File: src/rtl/add_arb_pkg.sv
// Shared state encoding, default operand width and iteration-count width helper
// for the iterative-add arbiter.
package add_arb_pkg;

  typedef enum logic {
    IDLE = 1'b0,
    RUN  = 1'b1
  } state_t;

  localparam int unsigned ADD_ARB_N = 8;

  // Worst-case iteration count is N+1, so the counter must hold 0..N+1.
  function automatic int unsigned iter_w(input int unsigned n);
    return $clog2(n + 2);
  endfunction

endpackage

File: src/rtl/add_iter_dp.sv
// A/B iteration registers: A <= A^B, B <= (A&B)<<1 each step until B drains to zero.
// One step per cycle; load takes priority over step, no backpressure of its own.
module add_iter_dp
  import add_arb_pkg::*;
#(
  parameter int unsigned W = ADD_ARB_N + 1
) (
  input  logic         i_clk,
  input  logic         i_rst,
  input  logic         i_load,
  input  logic         i_step,
  input  logic [W-1:0] i_a,
  input  logic [W-1:0] i_b,
  output logic [W-1:0] o_a,
  output logic         o_b_zero
);

  logic [W-1:0] r_a;
  logic [W-1:0] r_b;

  always_ff @(posedge i_clk or posedge i_rst) begin
    if (i_rst) begin
      r_a <= '0;
      r_b <= '0;
    end else if (i_load) begin
      r_a <= i_a;
      r_b <= i_b;
    end else if (i_step) begin
      r_a <= r_a ^ r_b;
      // Carry moves up one bit; anything shifted past bit W-1 cannot exist with zero-extended operands.
      r_b <= (r_a & r_b) << 1;
    end
  end

  assign o_a      = r_a;
  assign o_b_zero = (r_b == '0);

endmodule

File: src/rtl/add_iter_arbiter.sv
// Round-robin two-requester front end for an iterative adder; valid_o strobes k+2 cycles after grant.
// Requests are ignored while busy; define ADD_ITER_CNT_EN to add iter_o reporting k with each result.
module add_iter_arbiter
  import add_arb_pkg::*;
#(
  parameter int unsigned N = ADD_ARB_N
) (
  input  logic                  clk_i,
  input  logic                  rst_i,
  input  logic                  req0_i,
  input  logic                  req1_i,
  input  logic [N-1:0]          a0_i,
  input  logic [N-1:0]          b0_i,
  input  logic [N-1:0]          a1_i,
  input  logic [N-1:0]          b1_i,
  output logic [1:0]            gnt_o,
  output logic                  busy_o,
  output logic                  valid_o,
  output logic [N:0]            sum_o,
`ifdef ADD_ITER_CNT_EN
  output logic [iter_w(N)-1:0]  iter_o,
`endif
  output logic                  id_o
);

  state_t     r_state;
  logic       r_ptr;
  logic       r_cur_id;
  logic       r_valid;
  logic       r_id;
  logic [N:0] r_sum;

  logic       w_win;
  logic       w_accept;
  logic       w_step;
  logic       w_b_zero;
  logic [N:0] w_a_ext;
  logic [N:0] w_b_ext;
  logic [N:0] w_acc;

`ifdef ADD_ITER_CNT_EN
  localparam int unsigned IW = iter_w(N);
  localparam logic [IW-1:0] ITER_ONE = IW'(1);
  logic [IW-1:0] r_cnt;
  logic [IW-1:0] r_iter;
  assign iter_o = r_iter;
`endif

  // Pointer only breaks ties; a lone requester always wins.
  assign w_win    = (req0_i & req1_i) ? r_ptr : req1_i;
  assign w_accept = ~rst_i & (r_state == IDLE) & (req0_i | req1_i);
  assign w_step   = (r_state == RUN) & ~w_b_zero;
  assign gnt_o    = w_accept ? (w_win ? 2'b10 : 2'b01) : 2'b00;
  assign w_a_ext  = {1'b0, (w_win ? a1_i : a0_i)};
  assign w_b_ext  = {1'b0, (w_win ? b1_i : b0_i)};

  add_iter_dp #(
    .W (N + 1)
  ) u_dp (
    .i_clk    (clk_i),
    .i_rst    (rst_i),
    .i_load   (w_accept),
    .i_step   (w_step),
    .i_a      (w_a_ext),
    .i_b      (w_b_ext),
    .o_a      (w_acc),
    .o_b_zero (w_b_zero)
  );

  always_ff @(posedge clk_i or posedge rst_i) begin
    if (rst_i) begin
      r_state  <= IDLE;
      r_ptr    <= 1'b0;
      r_cur_id <= 1'b0;
      r_valid  <= 1'b0;
      r_id     <= 1'b0;
      r_sum    <= '0;
`ifdef ADD_ITER_CNT_EN
      r_cnt    <= '0;
      r_iter   <= '0;
`endif
    end else begin
      r_valid <= 1'b0;
      if (r_state == IDLE) begin
        if (w_accept) begin
          r_state  <= RUN;
          r_cur_id <= w_win;
          r_ptr    <= ~w_win;
`ifdef ADD_ITER_CNT_EN
          r_cnt    <= '0;
`endif
        end
      end else if (w_b_zero) begin
        r_state <= IDLE;
        r_sum   <= w_acc;
        r_id    <= r_cur_id;
        r_valid <= 1'b1;
`ifdef ADD_ITER_CNT_EN
        r_iter  <= r_cnt;
`endif
      end else begin
`ifdef ADD_ITER_CNT_EN
        r_cnt <= r_cnt + ITER_ONE;
`endif
      end
    end
  end

  assign busy_o  = (r_state == RUN);
  assign valid_o = r_valid;
  assign sum_o   = r_sum;
  assign id_o    = r_id;

endmodule

File: config.mk
export PLATFORM = sky130hd
export DESIGN_NAME = add_iter_arbiter
export DESIGN_NICKNAME = d
export VERILOG_FILES = /design/src/rtl/add_arb_pkg.sv /design/src/rtl/add_iter_dp.sv /design/src/rtl/add_iter_arbiter.sv
export SDC_FILE = /design/constraint.sdc
export NUM_CORES = 1
export LEC_CHECK = 0
export CAP_MARGIN = 0
export CORE_AREA = 2 2 63 65
export DETAILED_ROUTE_END_ITERATION = 12
export DIE_AREA = 0 0 65 67
export HOLD_SLACK_MARGIN = 0.02
export PLACE_DENSITY = 0.76
export SLEW_MARGIN = 5
export SYNTH_ARGS = -nofsm -noshare
export SYNTH_HDL_FRONTEND = slang
export SYNTH_SLANG_ARGS = --single-unit
File: constraint.sdc
create_clock -name clk_i -period 2 [get_ports clk_i]
set_clock_uncertainty 0.1 [all_clocks]
set_input_delay 0.6 -clock clk_i [delete_from_list [all_inputs] [get_ports clk_i]]
set_output_delay 0.6 -clock clk_i [all_outputs]
set_load 0.01 [all_outputs]
==> run_summary.xml, run 1 <==
<?xml version="1.0" encoding="UTF-8"?>
<metrics>
  <group name="status">
    <metric name="result_of_the_run" unit="">complete, no violations</metric>
  </group>
  <group name="clock_tree">
    <metric name="clk_transition_reported_paths" unit="ns">0.06</metric>
    <metric name="clock_insertion_delay_worst_skew" unit="ns">0.28</metric>
    <metric name="clock_path_buffers" unit="">2</metric>
    <metric name="h-tree-depth" unit="">2</metric>
    <metric name="cts_buffers" unit="">5</metric>
    <metric name="cts_tree" unit="">done</metric>
    <metric name="cts_num_sinks" unit="">32</metric>
    <metric name="buffer_cell_driving_the_clock_tree_root" unit="">clkbuf_8</metric>
  </group>
  <group name="synthesis">
    <metric name="synthesis.yosys.warnings" unit="">0</metric>
    <metric name="netlist_area" unit="µm²">1620</metric>
    <metric name="postSynthRegisterBits" unit="">32</metric>
    <metric name="synth_seq_area_share" unit="">0.493</metric>
    <metric name="postSynthCellCount" unit="">130</metric>
    <metric name="synth_ff_type" unit="">dfrtp_1</metric>
    <metric name="yosysMostFrequentCell" unit="">dfrtp_1</metric>
    <metric name="synth_area_leader_cell" unit="">dfrtp_1</metric>
    <metric name="synth.area.top_cells" unit="">dfrtp_1 (49%), a222oi_1 (9.3%), mux2_4 (9.3%)</metric>
    <metric name="yosysTopAreaCellShare" unit="">0.493</metric>
    <metric name="synth-edff-count" unit="">0</metric>
    <metric name="synth_async_sr_flop_share" unit="">1.00</metric>
    <metric name="ys_types" unit="">26</metric>
    <metric name="synth_fp_nets" unit="">174</metric>
    <metric name="synthesis.area_per_instance" unit="µm²">12.5</metric>
    <metric name="synth_common_cells" unit="">dfrtp_1 (32), inv_1 (18), a222oi_1 (15), mux2i_1 (15), mux2_4 (10)</metric>
  </group>
  <group name="flow_run">
    <metric name="timing.max_cap.violations" unit="">0</metric>
  </group>
  <group name="die">
    <metric name="dieWidth" unit="µm">65</metric>
    <metric name="die_h" unit="µm">67</metric>
    <metric name="placeableCoreArea" unit="µm²">3610</metric>
    <metric name="std_cell_rows" unit="">22</metric>
    <metric name="design.portCount" unit="">50</metric>
    <metric name="initial_utilization" unit="">0.450</metric>
    <metric name="design.die.area" unit="µm²">4360</metric>
  </group>
  <group name="cells_and_area">
    <metric name="layout.filler_cells" unit="">285</metric>
    <metric name="util_after_layout" unit="">0.649</metric>
    <metric name="area_delta_synth_final" unit="%">44.1</metric>
    <metric name="final_layout_size_suffix_gt1_frac" unit="">0.184</metric>
    <metric name="post-route-cell-area" unit="µm²">2340</metric>
    <metric name="final_nets" unit="">233</metric>
    <metric name="sequential_cell_area" unit="µm²">801</metric>
    <metric name="diodes_inserted" unit="">0</metric>
    <metric name="multiInputGateArea" unit="µm²">728</metric>
  </group>
  <group name="detailed_routing">
    <metric name="drtIter0Drc" unit="">129</metric>
    <metric name="route.final.wire_length" unit="µm">3820</metric>
    <metric name="route.vias.total" unit="">1276</metric>
    <metric name="detail_route.wl_per_cell" unit="µm">16.0</metric>
    <metric name="postRouteAntennaNets" unit="">0</metric>
    <metric name="dr.pass1.iters" unit="">7</metric>
    <metric name="viasPerCell" unit="">5.36</metric>
    <metric name="drc" unit="">0</metric>
  </group>
  <group name="global_route">
    <metric name="grt.total_usage" unit="">0.201</metric>
    <metric name="initial_antenna_violation_count" unit="">0</metric>
    <metric name="maximum_number_of_pins_on_one_net_before_global_route_repair" unit="">33</metric>
    <metric name="first_global_vias" unit="">1375</metric>
    <metric name="grt_pass1_wl" unit="µm">6380</metric>
    <metric name="globalRouteOverflowTotal" unit="">0</metric>
  </group>
  <group name="placed_design">
    <metric name="place_hpwl" unit="µm">2830</metric>
    <metric name="io_buffers" unit="">49</metric>
    <metric name="dpl_cell_area" unit="µm²">2210</metric>
    <metric name="gp_routability_congestion" unit="">0.796</metric>
  </group>
  <group name="worst_hold_path">
    <metric name="worst_hold_path_type" unit="">flip-flop to flip-flop</metric>
  </group>
  <group name="timing">
    <metric name="achievable-frequency" unit="MHz">511</metric>
    <metric name="setup-violations-final" unit="">0</metric>
    <metric name="worst-slew-pin-transition" unit="ns">0.412</metric>
    <metric name="maxSlewViolCount" unit="">0</metric>
    <metric name="whs" unit="ns">0.390</metric>
    <metric name="hold_violations" unit="">0</metric>
    <metric name="timing.max_slew.rel_slack" unit="">0.725</metric>
    <metric name="timing.final.crit_period" unit="ns">1.96</metric>
    <metric name="layout_worst_path_cycle_share" unit="">0.979</metric>
  </group>
  <group name="power_and_ir_drop">
    <metric name="power.share.switching" unit="">0.346</metric>
    <metric name="peakVddDrop" unit="mV">0.728</metric>
    <metric name="cell_internal_pwr" unit="mW">2.50</metric>
    <metric name="share_comb_of_total_power" unit="">0.543</metric>
    <metric name="total_leakage_power" unit="nW">1.13</metric>
    <metric name="part_of_the_total_power_dissipated_in_sequential_elements" unit="">0.327</metric>
    <metric name="power.clock.fraction" unit="">0.130</metric>
    <metric name="sum_of_internal_switching_and_leakage_power" unit="mW">3.82</metric>
    <metric name="switchingPower" unit="mW">1.32</metric>
    <metric name="power-per-cell-area" unit="nW/µm²">1630</metric>
  </group>
  <group name="critical_path">
    <metric name="crit_end_element" unit="">output port</metric>
    <metric name="arrival_time_of_data_at_the_critical_path_endpoint" unit="ns">1.26</metric>
    <metric name="cp.required" unit="ns">1.30</metric>
    <metric name="critical_path.startpoint_type" unit="">primary input</metric>
    <metric name="critical_path_peak_fanout" unit="">3</metric>
    <metric name="setup.worst_path.class" unit="">primary input to output port</metric>
  </group>
</metrics>
-- worst paths after layout --
check / slack (ns) / cells past startpoint / start / to
setup / recovery: 0.04 / 4 / rst_i / gnt_o[0]
hold reg to reg: 0.39 / 1 / r_cur_id / r_cur_id
min in group asynchronous: 0.41 / 3 / rst_i / u_dp.r_b[1]
max in group asynchronous: 1.09 / 3 / rst_i / sum_o[5]
setup reg to reg: 0.07 / 5 / u_dp.r_b[5] / sum_o[5]
hold / removal: 0.39 / 1 / r_cur_id / r_cur_id
-- cell families after synthesis --
group                    synth area share
XOR/XNOR                          0.00540
adder cells (fa/ha/maj)            0.0617
flip-flops                          0.493
multiplexers                        0.185
buffers and inverters              0.0763
AO/OA/AOI/OAI                       0.125
AND/OR/NAND/NOR                    0.0532
-- stage by stage --
stage | setup slack, ns | setup TNS (ns) | cells
after CTS | 0.0119 | 0 | 237
final | 0.0414 | 0 | 238
after floorplan | 0.0809 | 0 | 130
after global routing | -0.000916 | -0.000916 | 238
after global placement | -0.608 | -3.81 | 229
after detailed placement | -0.643 | -4.46 | 229
-- cell usage in the layout, fill, tap and decap left out, drive strengths merged, types with 8 or more instances in the layout --
cell | netlist | layout
inv | 18 | 18
a222oi | 15 | 15
mux2i | 15 | 15
clkbuf | 2 | 8
ha | 8 | 8
dfrtp | 32 | 32
buf | 7 | 14
mux2 | 10 | 10
clkdlybuf4s50 | 0 | 43
-- registers in the layout, summed over array words and instances, names as in the netlist --
register,cells
id_o,1
u_dp.o_a,9
r_cur_id,1
busy_o,1
r_ptr,1
u_dp.r_b,9
valid_o,1
sum_o,9
-- repair_timing --
item,CTS,global route
hold endpoints to repair,0,0
hold buffers,0,0
setup endpoints to repair,3,10
pin swaps,2,1
buffers inserted,0,1
cloned,0,0
resized for setup,19,2
-- power groups by stage --
stage               Combinational (mW)  Sequential, mW  Clock (mW)
floorplan                         1.30            1.23           0
global placement                  1.94            1.22           0
detailed placement                2.01            1.24           0
CTS                               2.03            1.23       0.512
global route                      2.26            1.29       0.555
finish                            2.07            1.25       0.497
-- cell type report --
| type | instances | area share |
|---|---|---|
| Timing Repair Buffer | 61 | 0.253 |
| Inverter | 18 | 0.0289 |
| Multi-Input combinational cell | 71 | 0.311 |
| Tap cell | 48 | 0.0257 |
| Sequential cell | 32 | 0.342 |
| Clock buffer | 8 | 0.0385 |
-- worst max-delay path: stages --
cell             delay [ns]
clkdlybuf4s15_1        0.19
nor2_2                 0.15
and3_4                 0.22
buf_6                  0.10
-- layer usage --
| metal | track usage | wire length [µm] | up-vias |
|---|---|---|---|
| li1 | - | - | 596 |
| met1 | 0.239 | 1630 | 631 |
| met2 | 0.345 | 1920 | 45 |
| met3 | 0.0541 | 210 | 4 |
| met4 | 0.0798 | 58 | 0 |
| met5 | 0 | 0 | - |
No activity file was read; power rests on OpenSTA's default activity.
==> run 2, diff against run 1 <==
SLEW_MARGIN = unset   (was 5)
==> results of run 2 <==
The final DEF is identical to that of run 1; final timing and power are the same.
==> run 3, diff against run 2 <==
REMOVE_ABC_BUFFERS = 1   (was unset)
==> run_summary.xml, run 3 (synthesis gave the netlist of run 1 again) <==
<?xml version="1.0" encoding="UTF-8"?>
<metrics>
  <group name="clock_tree">
    <metric name="buffer_cell_driving_the_clock_tree_root" unit="">clkbuf_8</metric>
    <metric name="cts_buffers" unit="">5</metric>
    <metric name="h-tree-depth" unit="">2</metric>
    <metric name="clk_transition_reported_paths" unit="ns">0.06</metric>
    <metric name="clock_insertion_delay_worst_skew" unit="ns">0.28</metric>
    <metric name="clock_path_buffers" unit="">2</metric>
    <metric name="cts_tree" unit="">done</metric>
    <metric name="cts_num_sinks" unit="">32</metric>
    <metric name="ctsHoldBuffers" unit="">0</metric>
  </group>
  <group name="cells_and_area">
    <metric name="diodes_inserted" unit="">0</metric>
    <metric name="post-route-cell-area" unit="µm²">2330</metric>
    <metric name="final_nets" unit="">231</metric>
    <metric name="layout_commonest_cell" unit="">clkdlybuf4s50_1</metric>
    <metric name="layout.filler_cells" unit="">317</metric>
    <metric name="area_delta_synth_final" unit="%">43.6</metric>
    <metric name="util_after_layout" unit="">0.646</metric>
    <metric name="commonest_cells_after_routing_fill_and_taps_aside" unit="">clkdlybuf4s50_1 (43), dfrtp_1 (32), inv_1 (18)</metric>
    <metric name="final_layout_size_suffix_gt1_frac" unit="">0.186</metric>
  </group>
  <group name="timing">
    <metric name="timing.max_slew.rel_slack" unit="">0.790</metric>
    <metric name="timing.final.crit_period" unit="ns">1.96</metric>
    <metric name="achievable-frequency" unit="MHz">510</metric>
    <metric name="hold_violations" unit="">0</metric>
    <metric name="layout_worst_path_cycle_share" unit="">0.980</metric>
    <metric name="worst-slew-pin-transition" unit="ns">0.315</metric>
    <metric name="finalSetupTns" unit="ns">0</metric>
    <metric name="setup-violations-final" unit="">0</metric>
    <metric name="maxSlewViolCount" unit="">0</metric>
  </group>
  <group name="detailed_routing">
    <metric name="dr.pass1.iters" unit="">6</metric>
    <metric name="postRouteAntennaNets" unit="">0</metric>
    <metric name="detail_route.wl_per_cell" unit="µm">16.6</metric>
    <metric name="drc" unit="">0</metric>
    <metric name="viasPerCell" unit="">5.44</metric>
    <metric name="drtIter0Drc" unit="">114</metric>
    <metric name="route.final.wire_length" unit="µm">3930</metric>
    <metric name="route.vias.total" unit="">1283</metric>
  </group>
  <group name="placed_design">
    <metric name="dpl_cell_area" unit="µm²">2210</metric>
    <metric name="io_buffers" unit="">49</metric>
    <metric name="gp_routability_congestion" unit="">0.771</metric>
    <metric name="place_hpwl" unit="µm">2820</metric>
  </group>
  <group name="die">
    <metric name="placeableCoreArea" unit="µm²">3610</metric>
    <metric name="std_cell_rows" unit="">22</metric>
    <metric name="dieWidth" unit="µm">65</metric>
    <metric name="die_h" unit="µm">67</metric>
    <metric name="design.die.area" unit="µm²">4360</metric>
    <metric name="initial_utilization" unit="">0.450</metric>
    <metric name="design.portCount" unit="">50</metric>
  </group>
  <group name="critical_path">
    <metric name="crit_end_element" unit="">output port</metric>
    <metric name="setup.worst_path.class" unit="">primary input to output port</metric>
    <metric name="critical-path-slowest-cell" unit="">dlygate4sd2_1</metric>
    <metric name="cp.required" unit="ns">1.30</metric>
    <metric name="critical_path_peak_fanout" unit="">3</metric>
    <metric name="reg2reg_setup_slack" unit="ns">0.10</metric>
    <metric name="r2r_path_start" unit="">u_dp.r_b[6]</metric>
    <metric name="critical_path.startpoint_type" unit="">primary input</metric>
    <metric name="worstRegToRegCells" unit="">5</metric>
    <metric name="timing.critical_path.slowest_cell_delay" unit="ns">0.26</metric>
    <metric name="path_cells" unit="">dlygate4sd2_1 &gt; nand2_1 &gt; and3_4 &gt; buf_2</metric>
    <metric name="crit-reg2reg-capture" unit="">sum_o[6]</metric>
    <metric name="arrival_time_of_data_at_the_critical_path_endpoint" unit="ns">1.26</metric>
  </group>
  <group name="global_route">
    <metric name="grt.total_usage" unit="">0.205</metric>
    <metric name="maximum_number_of_pins_on_one_net_before_global_route_repair" unit="">31</metric>
    <metric name="initial_antenna_violation_count" unit="">0</metric>
    <metric name="top_usage_layer" unit="">met2</metric>
    <metric name="globalRouteOverflowTotal" unit="">0</metric>
    <metric name="grtUsageMet2" unit="">0.356</metric>
    <metric name="grt.met1_usage" unit="">0.238</metric>
    <metric name="met3_capacity_usage_during_global_routing" unit="">0.0405</metric>
    <metric name="grt_pass1_wl" unit="µm">6540</metric>
    <metric name="first_global_vias" unit="">1372</metric>
  </group>
  <group name="power_and_ir_drop">
    <metric name="peakVddDrop" unit="mV">0.751</metric>
    <metric name="power-per-cell-area" unit="nW/µm²">1630</metric>
    <metric name="total_leakage_power" unit="nW">1.13</metric>
  </group>
  <group name="worst_hold_path">
    <metric name="worst_hold_path_type" unit="">primary input to asynchronous set/reset pin</metric>
  </group>
  <group name="status">
    <metric name="result_of_the_run" unit="">complete, no violations</metric>
  </group>
  <group name="flow_run">
    <metric name="timing.max_cap.violations" unit="">0</metric>
  </group>
</metrics>
[run 3: cell count changes in the layout (fill, tap and decap cells not counted), sizes merged]
| cell | delta |
|---|---|
| clkbuf | -2 |
| clkinv | +1 |
| bufinv | +1 |
| buf | -1 |
| clkdlybuf4s15 | -1 |
[run 3: timing repair]
| action | CTS | global route |
|---|---|---|
| setup buffers | 1 | 0 |
| pin swaps | 2 | 0 |
| gates resized for setup | 19 | 1 |
| endpoints found under the setup margin | 13 | 1 |
[run 3: routing by layer]
layer | routed length [µm] | part of all wire | up-vias
met1 | 1680 | 0.43 | 636
met4 | 75 | 0.019 | 0
met2 | 1970 | 0.50 | 46
met3 | 201 | 0.051 | 6
li1 | - | - | 595
met5 | 0 | 0 | -
[run 3: area by class of cell]
class | instances | area, µm² | share of cell area
Sequential cell | 32 | 801 | 0.344
Multi-Input combinational cell | 71 | 716 | 0.307
Timing Repair Buffer | 59 | 578 | 0.248
Clock buffer | 6 | 72.6 | 0.0311
Inverter | 18 | 67.6 | 0.0290
Tap cell | 48 | 60.1 | 0.0258
Clock inverter | 2 | 35.0 | 0.0150
[run 3: critical path, delay by kind of cell]
family | cells | cell delay, ns
buffers and inverters | 2 | 0.39
and+or+nand+nor | 2 | 0.27
[run 3: per-stage QoR]
| step | setup WS [ns] | std cells | hold WS (ns) | total power, mW |
|---|---|---|---|---|
| after floorplan | -0.585 | 121 | 0.350 | 2.44 |
| after global placement | -0.660 | 227 | 0.361 | 3.11 |
| after detailed placement | -0.681 | 227 | 0.377 | 3.21 |
| after CTS | 0.0401 | 236 | 0.106 | 3.83 |
| after global routing | -0.00432 | 236 | 0.128 | 4.08 |
| final | 0.0395 | 236 | 0.132 | 3.80 |
[run 3: report_power, final]
group,leakage (nW),switching (mW),internal [mW],total (mW)
combinational,0.669,0.812,1.16,1.97
sequential,0.402,0.247,0.978,1.22
clock,0.0552,0.236,0.369,0.605
[run 3: how the worst max path moves through the flow]
stage	start	end	slack (ns)	cells past startpoint
floorplan	req1_i	u_dp.o_a[0]	-0.58	3
global placement	rst_i	gnt_o[0]	-0.66	4
detailed placement	rst_i	gnt_o[0]	-0.68	4
CTS	req0_i	gnt_o[1]	0.04	4
global route	rst_i	gnt_o[1]	-0.004	5
finish	req1_i	gnt_o[0]	0.04	4
